`src/rtl/imm_ext_pipe_if.sv`:
```
// rtl/imm_ext_pipe_if.sv - input/output handshake bundle for the pipelined immediate extender
interface imm_ext_pipe_if #(
  parameter int XLEN  = 32,
  parameter int TAG_W = 4
);
  logic             in_valid;
  logic             in_ready;
  logic [31:0]      instruction;
  logic [2:0]       ImmSrc;
  logic [TAG_W-1:0] in_tag;
  logic             out_valid;
  logic             out_ready;
  logic [XLEN-1:0]  ImmExt;
  logic [TAG_W-1:0] out_tag;
  logic             out_err;

  // Upstream decode / downstream execute side, as seen by whoever drives the block
  modport master (
    output in_valid, instruction, ImmSrc, in_tag, out_ready,
    input  in_ready, out_valid, ImmExt, out_tag, out_err
  );

  // The extender itself
  modport slave (
    input  in_valid, instruction, ImmSrc, in_tag, out_ready,
    output in_ready, out_valid, ImmExt, out_tag, out_err
  );
endinterface

```
`src/rtl/imm_ext_pipe.sv`:
```
// rtl/imm_ext_pipe.sv - immediate extension with 2-entry output FIFO; optional macro IMM_AUTODECODE_EN
module imm_ext_pipe #(
  parameter int XLEN  = 32,
  parameter int TAG_W = 4
) (
  input  logic          clk,
  input  logic          rst,
  imm_ext_pipe_if.slave bus
);
  localparam logic [2:0] FMT_I     = 3'd0;
  localparam logic [2:0] FMT_S     = 3'd1;
  localparam logic [2:0] FMT_B     = 3'd2;
  localparam logic [2:0] FMT_U     = 3'd3;
  localparam logic [2:0] FMT_J     = 3'd4;
  localparam logic [2:0] FMT_NONE  = 3'd5;
  localparam logic [2:0] FMT_Z     = 3'd6;
  localparam logic [2:0] FMT_SHAMT = 3'd7;

  logic [2:0]       fmt;
  logic             decodeErr;
  logic [31:0]      imm32;
  logic             signExt;
  logic [XLEN-1:0]  immNext;
  logic             errNext;

  logic [XLEN-1:0]  immMem [2];
  logic [TAG_W-1:0] tagMem [2];
  logic             errMem [2];
  logic             rdPtr;
  logic             wrPtr;
  logic [1:0]       count;
  logic             push;
  logic             pop;

`ifdef IMM_AUTODECODE_EN
  // Derive the immediate format from the opcode; unknown opcodes are flagged
  always_comb begin
    fmt       = FMT_NONE;
    decodeErr = 1'b0;
    case (bus.instruction[6:0])
      7'b0000011, 7'b1100111: fmt = FMT_I;
      7'b0010011: fmt = (bus.instruction[13:12] == 2'b01) ? FMT_SHAMT : FMT_I;
      7'b0100011: fmt = FMT_S;
      7'b1100011: fmt = FMT_B;
      7'b0110111, 7'b0010111: fmt = FMT_U;
      7'b1101111: fmt = FMT_J;
      7'b1110011: fmt = bus.instruction[14] ? FMT_Z : FMT_I;
      7'b0110011: fmt = FMT_NONE;
      default: begin
        fmt       = FMT_NONE;
        decodeErr = 1'b1;
      end
    endcase
  end
`else
  // Format comes straight from the decoder's select
  always_comb begin
    fmt       = bus.ImmSrc;
    decodeErr = 1'b0;
  end
`endif

  // Build a 32-bit immediate, then sign- or zero-extend to XLEN
  always_comb begin
    imm32   = '0;
    signExt = 1'b0;
    case (fmt)
      FMT_I: begin
        imm32   = {{20{bus.instruction[31]}}, bus.instruction[31:20]};
        signExt = 1'b1;
      end
      FMT_S: begin
        imm32   = {{20{bus.instruction[31]}}, bus.instruction[31:25], bus.instruction[11:7]};
        signExt = 1'b1;
      end
      FMT_B: begin
        imm32   = {{19{bus.instruction[31]}}, bus.instruction[31], bus.instruction[7],
                   bus.instruction[30:25], bus.instruction[11:8], 1'b0};
        signExt = 1'b1;
      end
      FMT_U: begin
        imm32   = {bus.instruction[31:12], 12'b0};
        signExt = 1'b1;
      end
      FMT_J: begin
        imm32   = {{11{bus.instruction[31]}}, bus.instruction[31], bus.instruction[19:12],
                   bus.instruction[20], bus.instruction[30:21], 1'b0};
        signExt = 1'b1;
      end
      FMT_Z:     imm32 = {27'b0, bus.instruction[19:15]};
      FMT_SHAMT: imm32 = (XLEN == 64) ? {26'b0, bus.instruction[25:20]}
                                      : {27'b0, bus.instruction[24:20]};
      default:   imm32 = '0;
    endcase
    immNext = signExt ? XLEN'($signed(imm32)) : XLEN'(imm32);
    // A 6-bit shift amount is illegal on a 32-bit datapath
    errNext = decodeErr | ((fmt == FMT_SHAMT) && (XLEN == 32) && bus.instruction[25]);
  end

  assign push = bus.in_valid && bus.in_ready;
  assign pop  = bus.out_valid && bus.out_ready;

  // FIFO storage, pointers and occupancy
  always_ff @(posedge clk) begin
    if (rst) begin
      for (int i = 0; i < 2; i++) begin
        immMem[i] <= '0;
        tagMem[i] <= '0;
        errMem[i] <= 1'b0;
      end
      rdPtr <= 1'b0;
      wrPtr <= 1'b0;
      count <= 2'd0;
    end else begin
      if (push) begin
        immMem[wrPtr] <= immNext;
        tagMem[wrPtr] <= bus.in_tag;
        errMem[wrPtr] <= errNext;
        wrPtr         <= ~wrPtr;
      end
      if (pop) rdPtr <= ~rdPtr;
      if (push && !pop)      count <= count + 2'd1;
      else if (pop && !push) count <= count - 2'd1;
    end
  end

  // Head-of-queue outputs, forced to zero while empty
  always_comb begin
    bus.in_ready  = (count != 2'd2);
    bus.out_valid = (count != 2'd0);
    bus.ImmExt    = bus.out_valid ? immMem[rdPtr] : '0;
    bus.out_tag   = bus.out_valid ? tagMem[rdPtr] : '0;
    bus.out_err   = bus.out_valid ? errMem[rdPtr] : 1'b0;
  end
endmodule
```
`src/flat_wrapper.sv`:
```
// flat-port wrapper written by rule: the top's interface ports become plain ports
module imm_ext_pipe_flat 
#(
  parameter int XLEN  = 32,
  parameter int TAG_W = 4
)
  (clk, rst, bus_in_valid, bus_instruction, bus_ImmSrc, bus_in_tag, bus_out_ready, bus_in_ready, bus_out_valid, bus_ImmExt, bus_out_tag, bus_out_err);
  imm_ext_pipe_if #(.XLEN(XLEN), .TAG_W(TAG_W)) bus_i ();
  input  logic clk;
  input  logic rst;
  input wire logic [$bits(bus_i.in_valid)-1:0] bus_in_valid;
  input wire logic [$bits(bus_i.instruction)-1:0] bus_instruction;
  input wire logic [$bits(bus_i.ImmSrc)-1:0] bus_ImmSrc;
  input wire logic [$bits(bus_i.in_tag)-1:0] bus_in_tag;
  input wire logic [$bits(bus_i.out_ready)-1:0] bus_out_ready;
  output wire logic [$bits(bus_i.in_ready)-1:0] bus_in_ready;
  output wire logic [$bits(bus_i.out_valid)-1:0] bus_out_valid;
  output wire logic [$bits(bus_i.ImmExt)-1:0] bus_ImmExt;
  output wire logic [$bits(bus_i.out_tag)-1:0] bus_out_tag;
  output wire logic [$bits(bus_i.out_err)-1:0] bus_out_err;
  assign bus_i.in_valid = bus_in_valid;
  assign bus_i.instruction = bus_instruction;
  assign bus_i.ImmSrc = bus_ImmSrc;
  assign bus_i.in_tag = bus_in_tag;
  assign bus_i.out_ready = bus_out_ready;
  assign bus_in_ready = bus_i.in_ready;
  assign bus_out_valid = bus_i.out_valid;
  assign bus_ImmExt = bus_i.ImmExt;
  assign bus_out_tag = bus_i.out_tag;
  assign bus_out_err = bus_i.out_err;
  imm_ext_pipe #(.XLEN(XLEN), .TAG_W(TAG_W)) u_core (.clk(clk), .rst(rst), .bus(bus_i));
endmodule
```
`config.mk`:
```
export PLATFORM = sky130hd
export DESIGN_NAME = imm_ext_pipe_flat
export DESIGN_NICKNAME = d
export VERILOG_FILES = /design/src/rtl/imm_ext_pipe_if.sv /design/src/rtl/imm_ext_pipe.sv /design/src/flat_wrapper.sv
export SDC_FILE = /design/constraint.sdc
export NUM_CORES = 1
export LEC_CHECK = 0
export BUFFER_PORTS_ARGS = -buffer_cell sky130_fd_sc_hd__buf_4
export CORE_MARGIN = 1
export CORE_UTILIZATION = 35
export CTS_BUF_LIST = sky130_fd_sc_hd__clkbuf_8
export CTS_CLUSTER_DIAMETER = 40
export DETAILED_ROUTE_END_ITERATION = 10
export PLACE_DENSITY_LB_ADDON = 0.05
export SYNTH_ARGS = -nofsm -noshare
export SYNTH_HDL_FRONTEND = slang
export SYNTH_SLANG_ARGS = --single-unit
```
`constraint.sdc`:
```
create_clock -name clk -period 2.56 [get_ports clk]
set_clock_uncertainty 0.2 [all_clocks]
set_input_delay 0.256 -clock clk [delete_from_list [all_inputs] [get_ports clk]]
set_output_delay 0.256 -clock clk [all_outputs]
set_load 0.05 [all_outputs]
```
## Word-level counts from Yosys, hierarchy flattened

Memories as Yosys holds them, arrays and structs flattened. A register that Yosys moved wholly into a read port is not among the register bits.
Cells that the tools add are included.

- Memory bits (writable): 74
- Word-level logic and storage cells: 56
- Register bits: 4
- Memories: 3

Memories:

| name | depth | bits a word | rd ports | clocked after memory_dff | write ports | line | source |
|---|---|---|---|---|---|---|---|
| u_core.immMem | 2 | 32 | 1 | 1 | 2 | imm_ext_pipe.sv:26 | `logic [XLEN-1:0] immMem [2];` |
| u_core.tagMem | 2 | 4 | 1 | 1 | 2 | imm_ext_pipe.sv:27 | `logic [TAG_W-1:0] tagMem [2];` |
| u_core.errMem | 2 | 1 | 1 | 1 | 2 | imm_ext_pipe.sv:28 | `logic errMem [2];` |

- Bitwise gates (word level): 2
- Eq/ne operators: 7
- Reduce and logical (&&, ||, !) cells: 13
- Mux-type cells: 26
- Add/sub/neg operators: 2

Operators by type and width:

| operator | count |
|---|---|
| one-hot mux 32 bit (7 select lines) | 1 |
| two-way mux 32 bit | 2 |
| OR reduction 32 bit | 1 |
| two-way mux 1 bit | 19 |
| equality test 3 bit (second input constant) | 3 |
| two-way mux 4 bit | 2 |
| equality test 3 x 2 -> 1 bit (second input constant) | 2 |
| logical AND 1 bit | 5 |
| two-way mux 2 bit | 2 |
| nonzero test 2 bit | 2 |
| OR reduction 4 bit | 1 |
| equality test 3 x 1 -> 1 bit (second input constant) | 1 |
| logical NOT 3 bit | 1 |
| adder 2 x 1 -> 2 bit (second input constant) | 1 |
| logical NOT 1 bit | 2 |
| != test 2 bit (second input constant) | 1 |
| NOT 1 bit | 2 |
| subtractor 2 x 1 -> 2 bit (second input constant) | 1 |
| OR reduction 1 bit | 1 |

## Depth between registers and ports, before layout

- Depth in word-level cells: 7
- Depth in mapped cells: 6

## Worst setup path after synthesis

OpenSTA, ideal clock, no wires.

- Path type: flip-flop to flip-flop
- Start: reg u_core.count[1]
- End: mem u_core.errMem[1], enable pin
- Setup slack: 0.091 ns
- Data required time: 1.960 ns
- Setup time: 0.400 ns
- Cell stages (with the launch flop): 5
- Arrival time: 1.869 ns
- Cells stage by stage: dfxtp_1 > nor2b_2 > or3b_1 > buf_2 > nand2b_1

RTL lines:

| item | line | source |
|---|---|---|
| from (decl) | imm_ext_pipe.sv:31 | `logic [1:0] count;` |
| from (signal assigned) | imm_ext_pipe.sv:122 | `if (push && !pop) count <= count + 2'd1;` |
| from (signal assigned) | imm_ext_pipe.sv:123 | `else if (pop && !push) count <= count - 2'd1;` |
| to (decl) | imm_ext_pipe.sv:28 |  |

==> reports/qor.yml <==
p_int_uw: 2660
syn_area_um2: 4090
gr-usage-met1_pct: 20.7
synth_adder_area_share_pct: 0.581
holdBufCountCts: 3
clkPwrFrac_pct: 19.5
path_class: "in -> reg"
r2r_cells: 4
tightest_slew_ns: 0.598
antenna_cells_inserted: 0
critPathLaunchType: "input port"
cts_resized: 0
synthArstFlopShare_pct: 0
slowest_stage: "dlygate4sd3_1"
drive_above_1_share_pct: 27.1
clkLatencyLatePin_ns: 0.35
core-area_um2: 11400
grt_overflow: 0
yosys.area_share.simple_pct: 19.7
hpwl_um: 6180
syn_to_final_growth_pct: 22.5
antenna_found_initial: 0
finalCritPeriodShare_pct: 84.4
combPwrFrac_pct: 43.7
viasPerCell: 5.09
synth_seq_cells: 79
drt_iter0_drc: 116
max-vdd-ir-drop_mv: 0.524
drt_wl_total_um: 9700
min_path_cells: 2
min_period_ns: 2.16
portBuffers: 74
fill_cells: 1139
cp_top_family: "buffers and inverters"
synth-edff-count: 74
synth_fp_nets: 402
power_density_nw_per_um2: 910
ioPinCount: 82
dr.pass1.iters: 5
setup_viol: 0
fin_cells: 575
grt_usage_pct: 17.0
cp_num_cells: 6
busiest_layer: "met2"
grt_pass1_wl_um: 15000
path_cells: "dlygate4sd3_1 -> buf_4 -> nand2b_1 -> or3b_1 -> nand2b_2 -> buf_12"
worstPathRequired_ns: 2.40
cts.clk_slew.worst_paths_ns: 0.08
die-area_um2: 12100
crit_path_end_kind: "flop"
ys_seq_area_share_pct: 56.7
worstPathArrival_ns: 2.00
synth.avg_cell_area_um2: 11.4
yosys.cell_types.count: 33
crit_fanout: 33
synth_cells: 358
chipWidth_um: 110
dr_total_vias: 2926
p_switching_uw: 1890
synthXorXnorAreaFrac_pct: 0.642
clk_path_buf_depth: 2
relSlewSlack_pct: 60.0
use_met3_pct: 2.94
final_common_cell: "buf_4"
rsz0062_at_grt: "false"
initial_core_util_pct: 35.8
status: "complete, no violations"
p_leak_uw: 0.00194
share_seq_of_total_power_pct: 36.7
grt_max_degree: 41
ys.flop_type: "edfxtp_1"
regArea_um2: 2320
drc: 0
dp.cells: 555
grtUsageMet2_pct: 29.9
rows: 39
place.gp.congestion: 0.702
drv_cap: 0
max_freq_mhz: 463
synth_mux_area_share_pct: 11.1
wl_per_cell_um: 16.9
cts_buffers: 9
swShare_pct: 41.5
yosys_warnings: 0
cts_tree: "built"
die_y_um: 110
timing.setup.tns_ns: 0
hold_path_class: "in -> reg"
cts.htree.levels: 3
cts.sinks: 79
synth_compound_area_share_pct: 6.97
cp.buffers_inverters: 3
post_cts_buffers: 0
max_stage_delay_ns: 0.54
hold_violations: 0
final_cell_mix: "buf_4, edfxtp_1, nor2_1, mux2i_1, a21oi_1"
finalMaxSlewViolations: 0
clockRootBuffer: "clkbuf_8"
grt_pass1_vias: 2852
fin_nets: 471
ant_nets: 0
multi_input_area_um2: 1610
synth_top_family_by_area: "simple AND/OR/NAND/NOR gates"
[power groups by stage]
stage                     combinational, µW  sequential [µW]  clock [µW]
after detailed placement               2030             1710           0
after CTS                              2040             1680         911
after global placement                 2020             1700           0
after global routing                   2160             1690         967
final                                  1990             1670         891
after floorplan                        1420             1680           0
[state kept, by name (all words and copies together), names as in the netlist, named ones only]
register and cells:
u_core.count 2, u_core.errMem 2, u_core.immMem 64, u_core.rdPtr 1, u_core.tagMem 8, u_core.wrPtr 1
[cell usage after synthesis (4+ instances only)]
library cell / instances / area share [%]
edfxtp_1: 74 / 54
nor2_1: 72 / 6.6
mux2i_1: 41 / 10
a21oi_1: 27 / 3.3
buf_2: 16 / 2.0
clkbuf_1: 14 / 1.3
and2_1: 12 / 1.8
nand2_1: 12 / 1.1
nor4bb_1: 11 / 2.7
nor4_1: 9 / 1.4
and4b_1: 8 / 2.0
inv_1: 8 / 0.73
a211oi_2: 6 / 1.8
dfxtp_1: 5 / 2.4
o21ai_0: 5 / 0.61
a311oi_1: 4 / 0.86
mux2_2: 4 / 1.1
nand2b_1: 4 / 0.61
nor3b_1: 4 / 0.73
[metrics by stage]
step           hold slack, ns  instance area, µm²  setup WS (ns)  utilization (%)  total power (µW)
2_1_floorplan           0.125                4090         0.0911                -              3100
3_3_place_gp            0.281                4790          0.582             42.0              3720
3_5_place_dp            0.279                4790          0.564             42.0              3730
4_1_cts              0.000128                5000          0.349             43.8              4620
5_1_grt                0.0127                5010          0.293             43.9              4810
6_report               0.0140                5010          0.400             43.9              4560
[logic make-up after synthesis]
| family | after synthesis |
|---|---|
| multiplexers | 45 |
| AND/OR/NAND/NOR | 146 |
| adder cells (fa/ha/maj) | 2 |
| XOR/XNOR | 3 |
| buffers and inverters | 39 |
| flip-flops | 79 |
| AO/OA/AOI/OAI | 44 |
[layout make-up]
type	instances	area share, %
Multi-Input combinational cell	240	32.1
Sequential cell	79	46.4
Clock inverter	7	1.12
Tap cell	143	3.57
Inverter	8	0.599
Timing Repair Buffer	89	13.8
Clock buffer	9	2.47
[metal layers]
metal  share of wire [%]  wire length, µm  vias to the layer above
met5                   0                0                        -
li1                    -                -                     1442
met3                 3.4              332                       11
met4                 1.6              156                        0
met1                  45             4330                     1426
met2                  50             4880                       47
[final timing paths]
path / start / end / slack [ns]
setup / recovery: rst / u_core.immMem[1][23] / 0.40
hold / removal: bus_instruction[27] / u_core.immMem[0][7] / 0.01
setup reg to reg: u_core.count[0] / u_core.immMem[1][23] / 0.57
hold reg to reg: u_core.rdPtr / flop / 0.32
(Power assumes the default switching activity.)
